===== src/rtl/dice_disp_pkg.sv =====
// Shared types and 7-segment constants for the dice display output stage.
// Segment codes are active-high, bit0=a .. bit6=g, bit7=dp.
package dice_disp_pkg;

    typedef enum logic [1:0] {
        IDLE,
        CONV,
        COMMIT
    } conv_state_t;

    typedef enum logic {
        PH_UNITS,
        PH_TENS
    } phase_t;

    localparam logic [7:0] SEG_OFF = 8'h00;

    localparam logic [7:0] SEG_CODE [0:9] = '{
        8'h3F, 8'h06, 8'h5B, 8'h4F, 8'h66,
        8'h6D, 8'h7D, 8'h07, 8'h7F, 8'h6F
    };

    // Non-decimal codes cannot occur after conversion, but map them dark anyway.
    function automatic logic [7:0] seg_lookup(input logic [3:0] digit);
        logic [7:0] code;
        code = SEG_OFF;
        if (digit <= 4'd9) begin
            code = SEG_CODE[digit];
        end
        return code;
    endfunction

endpackage


===== src/rtl/bin2bcd_seq.sv =====
// Sequential binary-to-BCD converter using repeated subtraction of ten.
// Inputs of 100 and above are reduced by 100 first, so only two digits remain.
module bin2bcd_seq
    import dice_disp_pkg::*;
(
    input  logic       clk,
    input  logic       rst_n,
    input  logic       start,
    input  logic [6:0] bin,
    output logic       done,
    output logic       busy,
    output logic [3:0] tens,
    output logic [3:0] units
);

    // state  | meaning
    // IDLE   | waiting for start; work registers hold the last result
    // CONV   | one subtraction of ten per cycle while v >= 10
    // COMMIT | result stable; done pulses for one cycle

    conv_state_t state, state_nxt;
    logic [6:0]  v, v_nxt;
    logic [3:0]  tens_q, tens_nxt;

    always_ff @(posedge clk or negedge rst_n) begin
        if (!rst_n) begin
            state  <= IDLE;
            v      <= '0;
            tens_q <= '0;
        end else begin
            state  <= state_nxt;
            v      <= v_nxt;
            tens_q <= tens_nxt;
        end
    end

    always_comb begin
        state_nxt = state;
        v_nxt     = v;
        tens_nxt  = tens_q;
        case (state)
            IDLE: begin
                if (start) begin
                    v_nxt     = (bin >= 7'd100) ? (bin - 7'd100) : bin;
                    tens_nxt  = '0;
                    state_nxt = CONV;
                end
            end
            CONV: begin
                if (v >= 7'd10) begin
                    v_nxt    = v - 7'd10;
                    tens_nxt = tens_q + 4'd1;
                end else begin
                    state_nxt = COMMIT;
                end
            end
            COMMIT: begin
                state_nxt = IDLE;
            end
            default: begin
                state_nxt = IDLE;
            end
        endcase
    end

    assign done  = (state == COMMIT);
    assign busy  = (state != IDLE);
    assign tens  = tens_q;
    assign units = v[3:0];

endmodule


===== src/rtl/dice_display_mux.sv =====
// Two-digit multiplexed 7-segment driver for the dice roll result.
// Internal segment/common signals are active-high and registered; polarity is applied at the pins.
module dice_display_mux
    import dice_disp_pkg::*;
#(
    parameter int REFRESH_DIV = 1024,
    parameter int GUARD       = 16,
    parameter int CNT_W       = 10
) (
    input  logic       clk,
    input  logic       rst_n,
    input  logic [6:0] value,
    input  logic       value_valid,
    input  logic       blank,
    input  logic       seg_pol,
    input  logic       com_pol,
    output logic [7:0] seg_out,
    output logic       com1,
    output logic       com10,
    output logic       busy
);

    logic             conv_done;
    logic [3:0]       conv_tens;
    logic [3:0]       conv_units;
    logic             conv_start;

    logic [CNT_W-1:0] refresh_cnt;
    phase_t           phase;
    logic [3:0]       shown_units;
    logic [3:0]       shown_tens;
    logic             shown_valid;

    logic [7:0]       seg_hi, seg_nxt;
    logic             com1_hi, com1_nxt;
    logic             com10_hi, com10_nxt;
    logic             in_guard;
    logic [7:0]       digit_code;

    assign conv_start = value_valid && !busy;

    bin2bcd_seq u_bin2bcd (
        .clk   (clk),
        .rst_n (rst_n),
        .start (conv_start),
        .bin   (value),
        .done  (conv_done),
        .busy  (busy),
        .tens  (conv_tens),
        .units (conv_units)
    );

    // Both digits swap on the same edge so the display never shows a half-updated value.
    always_ff @(posedge clk or negedge rst_n) begin
        if (!rst_n) begin
            shown_units <= '0;
            shown_tens  <= '0;
            shown_valid <= 1'b0;
        end else if (conv_done) begin
            shown_units <= conv_units;
            shown_tens  <= conv_tens;
            shown_valid <= 1'b1;
        end
    end

    always_ff @(posedge clk or negedge rst_n) begin
        if (!rst_n) begin
            refresh_cnt <= '0;
            phase       <= PH_UNITS;
        end else if (refresh_cnt == CNT_W'(REFRESH_DIV - 1)) begin
            refresh_cnt <= '0;
            phase       <= (phase == PH_UNITS) ? PH_TENS : PH_UNITS;
        end else begin
            refresh_cnt <= refresh_cnt + 1'b1;
        end
    end

    always_comb begin
        in_guard   = (refresh_cnt < CNT_W'(GUARD));
        digit_code = SEG_OFF;
        if (phase == PH_UNITS) begin
            digit_code = seg_lookup(shown_units);
        end else if (shown_tens != 4'd0) begin
            digit_code = seg_lookup(shown_tens);
        end

        seg_nxt   = digit_code;
        com1_nxt  = !in_guard && (phase == PH_UNITS);
        com10_nxt = !in_guard && (phase == PH_TENS);
        if (in_guard || blank || !shown_valid) begin
            seg_nxt = SEG_OFF;
        end
    end

    always_ff @(posedge clk or negedge rst_n) begin
        if (!rst_n) begin
            seg_hi   <= SEG_OFF;
            com1_hi  <= 1'b0;
            com10_hi <= 1'b0;
        end else begin
            seg_hi   <= seg_nxt;
            com1_hi  <= com1_nxt;
            com10_hi <= com10_nxt;
        end
    end

    assign seg_out = seg_hi ^ {8{~seg_pol}};
    assign com1    = com1_hi ^ ~com_pol;
    assign com10   = com10_hi ^ ~com_pol;

endmodule


===== config.mk =====
export PLATFORM = sky130hd
export DESIGN_NAME = dice_display_mux
export DESIGN_NICKNAME = d
export VERILOG_FILES = /design/src/rtl/dice_disp_pkg.sv /design/src/rtl/bin2bcd_seq.sv /design/src/rtl/dice_display_mux.sv
export SDC_FILE = /design/constraint.sdc
export NUM_CORES = 1
export LEC_CHECK = 0
export ABC_CLOCK_PERIOD_IN_PS = 1500
export BUFFER_PORTS_ARGS = -buffer_cell sky130_fd_sc_hd__buf_2
export CAP_MARGIN = 20
export CORE_MARGIN = 2
export CORE_UTILIZATION = 53
export DETAILED_ROUTE_END_ITERATION = 8
export HOLD_SLACK_MARGIN = 0.05
export PLACE_DENSITY = 0.74
export SYNTH_ARGS = -nofsm -noshare
export SYNTH_HDL_FRONTEND = slang
export SYNTH_SLANG_ARGS = --single-unit

===== constraint.sdc =====
create_clock -name clk -period 1.5 [get_ports clk]
set_input_delay 0.225 -clock clk [delete_from_list [all_inputs] [get_ports clk]]
set_output_delay 0.225 -clock clk [all_outputs]
set_load 0.01 [all_outputs]

==> impl_metrics.py <==
metrics = {
    "outcome": {
        "outcome": "finished clean",
    },
    "synth": {
        "synth_top_cell_by_area": "dfrtp_1",
        "synth_seq_cells": 42,
        "post-synth-top-area-fraction": 0.417,
        "synth_area_um2": 2520,
        "synth_area_per_cell_um2": 10.2,
        "synth_nets": 276,
        "async_flop_share": 1.00,
        "ys_types": 55,
        "ys_seq_area_frac": 0.417,
        "synth_edf_count": 0,
        "ys_top_cells_by_count": "42 x dfrtp_1, 20 x nor2_1, 17 x ha_1",
        "synthCells": 246,
        "yosys.cell_count.top_type": "dfrtp_1",
        "netlist_top_cells_area": "dfrtp_1 42%, ha_1 8.4%, xnor2_1 4.9%",
        "yosys_warnings": 0,
        "ys.flop_type": "dfrtp_1",
    },
    "global_routing": {
        "grtUsageTotal": 0.191,
        "grtUsageMet2": 0.342,
        "met1_usage": 0.221,
        "grt_pass1_wl_um": 7940,
        "overflow": 0,
        "antenna_found_initial": 0,
        "top_usage_layer": "met2",
        "grt_pass1_vias": 1877,
        "grt_max_degree": 40,
        "grt_use_met3": 0.0401,
    },
    "finish": {
        "fin_cells": 347,
        "diodes": 0,
        "nFillCells": 375,
        "areaGrowthSynthToFinish_pct": 19.5,
        "final_nets": 322,
        "drive_gt1_frac": 0.321,
        "postLayoutCellArea_um2": 3010,
    },
    "die": {
        "fp.coreArea_um2": 4660,
        "start_util": 0.541,
        "die_area_um2": 5320,
        "fp.dieH_um": 73.0,
        "top_level_ports": 24,
        "die_w_um": 73.0,
        "num_rows": 25,
    },
    "place": {
        "hpwlAfterDp_um": 3590,
        "gp_congestion": 0.878,
        "port-buffer-count": 23,
        "placed_cells": 337,
        "placed_area_um2": 2850,
    },
    "timing": {
        "min_period_ps": 1450,
        "max_slew.worst_pin.slew_ps": 475,
        "hold_viol": 0,
        "fin_skew_ps": 7.65,
        "whs_ps": 194,
        "min_period_over_period": 0.966,
        "slew_headroom": 0.684,
        "setup_viol": 0,
        "rsz0062_at_grt": "true",
        "fmax_mhz": 690,
        "maxSlewViolCount": 0,
    },
    "power": {
        "ir_drop_uv": 1040,
        "cellLeakagePower_nw": 1.41,
        "powerDensity_nw_per_um2": 1840,
    },
    "worst_setup_path": {
        "cp-end-kind": "flip-flop",
        "worstSetupPathType": "reg -> reg",
        "startpoint_type": "flip-flop",
        "crit_required_ps": 1680,
        "critPathMaxFanout": 3,
        "crit_arrival_ps": 1630,
    },
    "routing": {
        "drt_wl_total_um": 4830,
        "drc": 0,
        "num_vias": 1925,
        "viasPerCell": 5.55,
        "wire_per_inst_um": 13.9,
        "ant_nets": 0,
        "drt-pass1-iter-count": 4,
        "drtIter0Drc": 89,
    },
    "clock_network": {
        "cts_buffers": 5,
        "clock-sinks": 42,
        "clk_latency_ps": 290,
        "clockBufferDepth": 2,
        "h-tree-depth": 2,
        "cts_tree": "built",
        "clkTransAtPathRegs_ps": 80,
        "clock-root-buffer": "clkbuf_8",
    },
    "min_path": {
        "hp-class": "in -> reg",
    },
    "job": {
        "cap_violations": 0,
    },
}
==> power by group <==
group	switching [mW]	total (mW)	internal [mW]
logic	1.41	2.94	1.53
clock network	0.385	0.713	0.328
registers	0.374	1.88	1.51
total	2.17	5.54	3.37
==> what timing repair did <==
item / CTS / global route
resized for setup: 1 / 18
gates cloned: 0 / 0
hold endpoints to repair: 42 / 0
setup endpoints to repair: 1 / 19
hold buffers: 1 / 0
pin swaps: 0 / 8
buffers inserted: 0 / 2
==> worst paths after layout <==
check | start | end | slack (ps) | cells past startpoint
setup / recovery | u_bin2bcd.v[1] | u_bin2bcd.v[6] | 50 | 5
hold / removal | value[0] | u_bin2bcd.v[0] | 190 | 2
setup reg to reg | u_bin2bcd.v[1] | u_bin2bcd.v[6] | 50 | 5
hold reg to reg | u_bin2bcd.tens[3] | u_bin2bcd.tens[3] | 500 | 1
max in group asynchronous | rst_n | shown_tens[0] | 800 | 3
min in group asynchronous | rst_n | u_bin2bcd.state[0] | 270 | 2
==> state kept, by name, indices dropped and copies added, names as in the netlist, 2 cells and up <==
signal           count
refresh_cnt         10
seg_hi               7
shown_tens           4
shown_units          4
u_bin2bcd.state      2
u_bin2bcd.tens       4
u_bin2bcd.v          7
==> layout by cell type (no fill, tap or decap), drive strengths merged, types with 7 or more instances in the layout <==
master / instances
o21ai: 13
a21oi: 11
inv: 17
nand3: 7
mux2: 8
nor2: 21
dfrtp: 42
ha: 17
nand2: 14
o211ai: 7
nand2b: 7
xnor2: 14
buf: 47
==> cell families after synthesis <==
kind of cell    share of synthesized area
buf+inv                            0.0437
simple gates                        0.171
compound gates                      0.172
xor+xnor                           0.0591
fa+ha+maj                          0.0844
mux                                0.0531
flops                               0.417
==> area by class of cell <==
| cell class | count | area [µm²] | area share |
|---|---|---|---|
| well taps | 54 | 67.6 | 0.0224 |
| inverters | 17 | 63.8 | 0.0212 |
| multi-input cells | 178 | 1420 | 0.470 |
| repair buffers | 48 | 324 | 0.108 |
| clock buffers | 6 | 72.6 | 0.0241 |
| flip-flops and latches | 42 | 1050 | 0.350 |
| clock inverters | 2 | 13.8 | 0.00457 |
==> per-layer routing <==
metal  vias up  part of all wire
met2        38              0.51
met5         -                 0
met3         8             0.031
li1        957                 -
met4         0             0.016
met1       922              0.44
==> worst max-delay path, cell delays in order, from the launching register on <==
cell	delay, ps
dfrtp_1	410
buf_4	150
o21a_1	210
or3_4	350
o211ai_2	130
o21ai_1	80
==> per-stage QoR <==
step	setup WS [ps]	total power, mW	TNS, ps	util
finish	50.9	5.54	0	0.646
global route	-38.3	5.97	-117	0.646
CTS	9.86	5.39	0	0.632
detailed placement	15.0	4.66	0	0.611
global placement	47.0	4.59	0	0.611
floorplan	23.4	3.73	0	-
No activity file was read; power rests on OpenSTA's default activity.
